==> config.mk <==
export PLATFORM = sky130hd
export DESIGN_NAME = dir_switch_ctrl_flat
export DESIGN_NICKNAME = d
export VERILOG_FILES = /design/src/rtl/dir_switch_ctrl_if.sv /design/src/rtl/dir_switch_ctrl.sv /design/src/flat_wrapper.sv
export SDC_FILE = /design/constraint.sdc
export NUM_CORES = 1
export LEC_CHECK = 0
export ABC_AREA = 1
export BUFFER_PORTS_ARGS = -buffer_cell sky130_fd_sc_hd__buf_4
export CAP_MARGIN = 5
export CELL_PAD_IN_SITES_DETAIL_PLACEMENT = 0
export CELL_PAD_IN_SITES_GLOBAL_PLACEMENT = 1
export CORE_ASPECT_RATIO = 1.2
export CORE_MARGIN = 2
export CORE_UTILIZATION = 36
export CTS_CLUSTER_DIAMETER = 40
export CTS_CLUSTER_SIZE = 30
export DETAILED_ROUTE_END_ITERATION = 10
export PLACE_DENSITY_LB_ADDON = 0.25
export SLEW_MARGIN = 20
export SYNTH_ARGS = -nofsm -noshare
export SYNTH_HDL_FRONTEND = slang
export SYNTH_SLANG_ARGS = --single-unit
export TNS_END_PERCENT = 30
==> constraint.sdc <==
create_clock -name clk -period 3.2 [get_ports clk]
set_input_delay 0.32 -clock clk [delete_from_list [all_inputs] [get_ports clk]]
set_output_delay 0.32 -clock clk [all_outputs]
set_load 0.01 [all_outputs]
==> src/rtl/dir_switch_ctrl_if.sv <==
// ---------------------------------------------------------------------------
// dir_switch_ctrl_if
// Bundles the pattern/direction signals of dir_switch_ctrl.
//   master : pattern sources and controls (cwsseg, ccwsseg, dir_req, tick, en)
//            plus the observed outputs
//   slave  : the controller; drives sseg, dir, switching
// Handshake: no valid/ready pair. tick is a one-cycle strobe, en is a level
// that freezes the controller when low; all signals are sampled on the
// rising edge of the controller clock.
// ---------------------------------------------------------------------------
interface dir_switch_ctrl_if #(
    parameter int W = 8
);
    logic [W-1:0] cwsseg;
    logic [W-1:0] ccwsseg;
    logic         dir_req;
    logic         tick;
    logic         en;
    logic [W-1:0] sseg;
    logic         dir;
    logic         switching;

    modport master (
        output cwsseg, ccwsseg, dir_req, tick, en,
        input  sseg, dir, switching
    );

    modport slave (
        input  cwsseg, ccwsseg, dir_req, tick, en,
        output sseg, dir, switching
    );
endinterface

==> src/rtl/dir_switch_ctrl.sv <==
// ---------------------------------------------------------------------------
// dir_switch_ctrl
// Selects the clockwise or counter-clockwise segment pattern and inserts a
// blanking interval (all segments off, active-low) whenever the committed
// direction changes. Direction changes are rate-limited by a hold counter
// that counts rotation ticks.
// Ports:
//   clk      : clock, rising edge
//   reset_n  : asynchronous active-low reset
//   bus      : dir_switch_ctrl_if.slave
//              in  cwsseg, ccwsseg, dir_req, tick, en
//              out sseg (registered), dir (committed), switching (=BLANK)
// The FSM state is visible on bus.switching, which is 1 exactly in BLANK.
// ---------------------------------------------------------------------------
module dir_switch_ctrl #(
    parameter int W          = 8,
    parameter int BLANK_CYC  = 4,
    parameter int HOLD_TICKS = 2
) (
    input  logic                  clk,
    input  logic                  reset_n,
    dir_switch_ctrl_if.slave      bus
);

    localparam int HW = ($clog2(HOLD_TICKS + 1) > 1) ? $clog2(HOLD_TICKS + 1) : 1;
    localparam int BW = ($clog2(BLANK_CYC + 1) > 1) ? $clog2(BLANK_CYC + 1) : 1;

    localparam logic [HW-1:0] HOLD_LOAD  = HW'(HOLD_TICKS);
    // The blank counter counts down to 0 inclusive, so BLANK_CYC-1 gives
    // exactly BLANK_CYC cycles in BLANK.
    localparam logic [BW-1:0] BLANK_LOAD = (BLANK_CYC > 0) ? BW'(BLANK_CYC - 1) : '0;

    typedef enum logic {
        ST_RUN   = 1'b0,
        ST_BLANK = 1'b1
    } state_t;

    state_t        state_q, state_d;
    logic [W-1:0]  sseg_q,  sseg_d;
    logic          dir_q,   dir_d;
    logic [HW-1:0] hcnt_q,  hcnt_d;
    logic [BW-1:0] bcnt_q,  bcnt_d;

    logic          commit;
    logic [W-1:0]  src_cur;
    logic [W-1:0]  src_req;

    assign src_cur = dir_q       ? bus.cwsseg : bus.ccwsseg;
    assign src_req = bus.dir_req ? bus.cwsseg : bus.ccwsseg;
    assign commit  = (state_q == ST_RUN) && bus.en && bus.tick &&
                     (bus.dir_req != dir_q) && (hcnt_q == '0);

    always_ff @(posedge clk or negedge reset_n) begin
        if (!reset_n) begin
            state_q <= ST_RUN;
            sseg_q  <= '1;
            dir_q   <= 1'b1;
            hcnt_q  <= '0;
            bcnt_q  <= '0;
        end else begin
            state_q <= state_d;
            sseg_q  <= sseg_d;
            dir_q   <= dir_d;
            hcnt_q  <= hcnt_d;
            bcnt_q  <= bcnt_d;
        end
    end

    always_comb begin
        state_d = state_q;
        sseg_d  = sseg_q;
        dir_d   = dir_q;
        hcnt_d  = hcnt_q;
        bcnt_d  = bcnt_q;

        // With en low every register holds, so tick and dir_req are ignored.
        if (bus.en) begin
            unique case (state_q)
                ST_RUN: begin
                    if (commit) begin
                        dir_d = bus.dir_req;
                        if (BLANK_CYC > 0) begin
                            state_d = ST_BLANK;
                            bcnt_d  = BLANK_LOAD;
                            sseg_d  = '1;
                        end else begin
                            sseg_d  = src_req;
                            hcnt_d  = HOLD_LOAD;
                        end
                    end else begin
                        sseg_d = src_cur;
                        // Saturating tick countdown; the commit branch above
                        // keeps a commit-cycle tick from consuming hold.
                        if (bus.tick && (hcnt_q != '0)) begin
                            hcnt_d = hcnt_q - 1'b1;
                        end
                    end
                end
                ST_BLANK: begin
                    if (bcnt_q == '0) begin
                        state_d = ST_RUN;
                        hcnt_d  = HOLD_LOAD;
                        sseg_d  = src_cur;
                    end else begin
                        bcnt_d  = bcnt_q - 1'b1;
                        sseg_d  = '1;
                    end
                end
                default: begin
                    state_d = ST_RUN;
                end
            endcase
        end
    end

    assign bus.sseg      = sseg_q;
    assign bus.dir       = dir_q;
    assign bus.switching = (state_q == ST_BLANK);

endmodule
==> src/flat_wrapper.sv <==
// flat-port wrapper written by rule: the top's interface ports become plain ports
module dir_switch_ctrl_flat 
#(
    parameter int W          = 8,
    parameter int BLANK_CYC  = 4,
    parameter int HOLD_TICKS = 2
)
  (clk, reset_n, bus_cwsseg, bus_ccwsseg, bus_dir_req, bus_tick, bus_en, bus_sseg, bus_dir, bus_switching);
  dir_switch_ctrl_if #(.W(W)) bus_i ();
  input  logic clk;
  input  logic reset_n;
  input wire logic [$bits(bus_i.cwsseg)-1:0] bus_cwsseg;
  input wire logic [$bits(bus_i.ccwsseg)-1:0] bus_ccwsseg;
  input wire logic [$bits(bus_i.dir_req)-1:0] bus_dir_req;
  input wire logic [$bits(bus_i.tick)-1:0] bus_tick;
  input wire logic [$bits(bus_i.en)-1:0] bus_en;
  output wire logic [$bits(bus_i.sseg)-1:0] bus_sseg;
  output wire logic [$bits(bus_i.dir)-1:0] bus_dir;
  output wire logic [$bits(bus_i.switching)-1:0] bus_switching;
  assign bus_i.cwsseg = bus_cwsseg;
  assign bus_i.ccwsseg = bus_ccwsseg;
  assign bus_i.dir_req = bus_dir_req;
  assign bus_i.tick = bus_tick;
  assign bus_i.en = bus_en;
  assign bus_sseg = bus_i.sseg;
  assign bus_dir = bus_i.dir;
  assign bus_switching = bus_i.switching;
  dir_switch_ctrl #(.W(W), .BLANK_CYC(BLANK_CYC), .HOLD_TICKS(HOLD_TICKS)) u_core (.clk(clk), .reset_n(reset_n), .bus(bus_i));
endmodule
==> reports/qor.yml <==
run_status: "finished, final reports clean"
detailedRoute.firstPassIterationCount: 4
worstSkewPairLatency_ns: 0.28
via_count: 801
core_region_area_mm2: 0.00226
first_global_vias: 790
final_weighted_congestion_in_routability_driven_placement: 0.759
finalHoldViolations: 0
initial_utilization_pct: 37.2
comb_power_share_pct: 45.8
rsz0062_at_grt: "no"
post_cts_resized: 0
critical_path.endpoint_type: "output pin"
timing.final.max_slew_violations: 0
clock_tree_from_tritoncts: "yes"
class_of_the_tightest_hold_or_removal_check: "input pin to register"
post_cts.repair.setup_buffers: 0
htreeDepth: 1
internal_power_mw: 0.536
timing.critical_path.max_delay_family: "flip-flops"
clock_skew_ns: 0.0101
worstPathArrival_ns: 1.15
start_kind: "register"
final-setup-viol-count: 0
synth.yosys.warnings: 0
post_cts_hold_buffer_count: 1
leakage_nw: 0.583
cts_sinks: 15
finalNonFillerCells: 173
io_buffer_count: 30
antenna_cells: 0
final_core_utilization_pct: 49.9
worstPathBufferInverterCount: 1
dieWidth_um: 48.1
switching_share_pct: 39.8
placed_cells_incl_taps: 168
grtUsageTotal_pct: 16.3
layout-drive-gt1-share_pct: 33.8
power.ir.vdd_worst_mv: 0.372
cp_slowest_stage_delay_ns: 0.69
synthesis.nets: 134
syn-instance-count: 110
finalCriticalPeriod_ns: 1.47
layout.nets: 167
route.detailed.vias_per_inst: 4.63
max_cap_violations: 0
grt_start_max_net_pins: 24
post_synth.cell_area_avg_um2: 7.64
worst_case_headroom_to_the_max_slew_limit_pct: 83.1
die_h_um: 56.9
p_sw_mw: 0.354
tritoncts.num_buffers: 3
p_per_area_mw_per_mm2: 790
critical_path.slowest_cell: "dfstp_2"
final.setup.tns_ns: 0
hpwlAfterDp_um: 1410
worstPathCellList: "buf_4"
grt.overflow.total: 0
sequential_to_total_area_share_from_yosys_stat_pct: 46.0
cts.path.max_buffers: 2
netlist-cell-type-count: 19
worst-path-max-fanout: 11
worstMarginPinSlew_ns: 0.253
cts_root_buffer: "clkbuf_4"
pin_count: 31
design.die.area_mm2: 0.00274
flow.area_growth_from_synthesis_pct: 33.9
route.detailed.wl_per_inst_um: 11.0
clock.fmax_mhz: 680
grt_first_pass_wirelength_um: 3240
worst_ep_required_time_ns: 2.88
number_of_placement_rows: 19
power.share.clock_pct: 11.9
residual_antenna_violating_net_count_after_detailed_routing: 0
whs_ns: 0.281
cts.clk_slew.worst_paths_ns: 0.09
post_synth_instance_area_um2: 841
drt-initial-drc-count: 11
detail_route.wirelength_um: 1910
postSynthRegisterBits: 15
critical_path_class: "register to output pin"
share_seq_of_total_power_pct: 42.3
remaining_drc_errors: 0
fin_crit_sh_pct: 45.9
grt_antenna_before_repair: 0
==> registers in the layout, indices dropped and copies added, names as in the netlist <==
signal	flops
u_core.bus.sseg	8
u_core.hcnt_q	2
u_core.bcnt_q	3
u_core.bus.switching	1
u_core.bus.dir	1
==> final timing paths <==
kind	cells after the start	endpoint	startpoint	slack (ns)
worst min register to register	2	u_core.bcnt_q[1]$_DFFE_PN0P_	u_core.bcnt_q[1]$_DFFE_PN0P_	0.48
min in group asynchronous	2	u_core.hcnt_q[0]$_DFFE_PN0P_	reset_n	0.42
worst max-delay path	1	bus_dir	u_core.bus.dir$_DFFE_PN1P_	1.73
worst max register to register	9	u_core.bcnt_q[0]$_DFFE_PN0P_	u_core.hcnt_q[0]$_DFFE_PN0P_	1.80
worst min-delay path	3	u_core.bus.dir$_DFFE_PN1P_	bus_dir_req	0.28
max in group asynchronous	2	u_core.bus.sseg[2]$_DFFE_PN1P_	reset_n	2.53
==> synth_stat cells <==
library cell  number  share of area [%]
o21ai_1            1               0.59
buf_4              1               0.89
clkbuf_1           1               0.45
nor2_1            10                4.5
buf_2              1               0.59
nand2_4            2                2.7
ha_1               3                4.5
inv_6              1                1.0
a21oi_1            4                2.4
dfrtp_1            6                 18
nand2_1           38                 17
inv_1             10                4.5
nand3_1            9                5.4
xnor2_1            1                1.0
o21bai_1           3                2.7
nor2_2             1               0.74
inv_2              1               0.45
o21ai_0            8                4.8
dfstp_2            9                 28
==> layer usage <==
| metal | vias up | part of all wire (%) | track usage, % | wire length [µm] |
|---|---|---|---|---|
| met4 | 0 | 0.84 | 5.79 | 16 |
| met5 | - | 0 | 0 | 0 |
| met1 | 365 | 45 | 19.4 | 865 |
| met3 | 2 | 4.6 | 2.85 | 87 |
| li1 | 409 | - | - | - |
| met2 | 25 | 49 | 28.2 | 938 |
==> stage by stage <==
step	cell area, µm²	worst slack (ns)	total power [mW]
floorplan	841	1.90	0.635
global placement	1090	1.81	0.783
detailed placement	1090	1.82	0.791
CTS	1130	1.72	0.906
global route	1130	1.64	0.984
finish	1130	1.73	0.890
==> layout make-up <==
class / count / area [µm²]
flip-flops and latches: 15 / 387
clock inverters: 1 / 5.00
well taps: 31 / 38.8
inverters: 12 / 50.0
fillers: 237 / 1130
multi-input cells: 80 / 388
repair buffers: 31 / 235
clock buffers: 3 / 22.5
==> placed cells by master, fill, tap and decap left out, drive strengths merged <==
cell         instances
inv                 12
o21bai               3
clkbuf               3
o21ai                9
dfrtp                6
dfstp                9
nor2                11
xnor2                1
buf                 30
a21oi                4
nand3                9
clkinv               1
ha                   3
dlygate4sd3          1
nand2               40
==> cells by family (layout without fill, tap and decap cells) <==
logic type / count (synthesis) / after routing / share of synthesized area (%)
AND/OR/NAND/NOR: 60 / 60 / 30.2
AO/OA/AOI/OAI: 16 / 16 / 10.4
flip-flops: 15 / 15 / 46.0
buffers and inverters: 15 / 47 / 7.89
adder cells (fa/ha/maj): 3 / 3 / 4.46
XOR/XNOR: 1 / 1 / 1.04
==> power groups by stage <==
stage	clock network [mW]	logic, mW	registers (mW)
floorplan	0	0.259	0.376
global placement	0	0.404	0.378
detailed placement	0	0.411	0.380
CTS	0.112	0.417	0.377
global route	0.119	0.474	0.391
finish	0.106	0.407	0.377
Note: power is estimated with default switching activity, not from simulation.
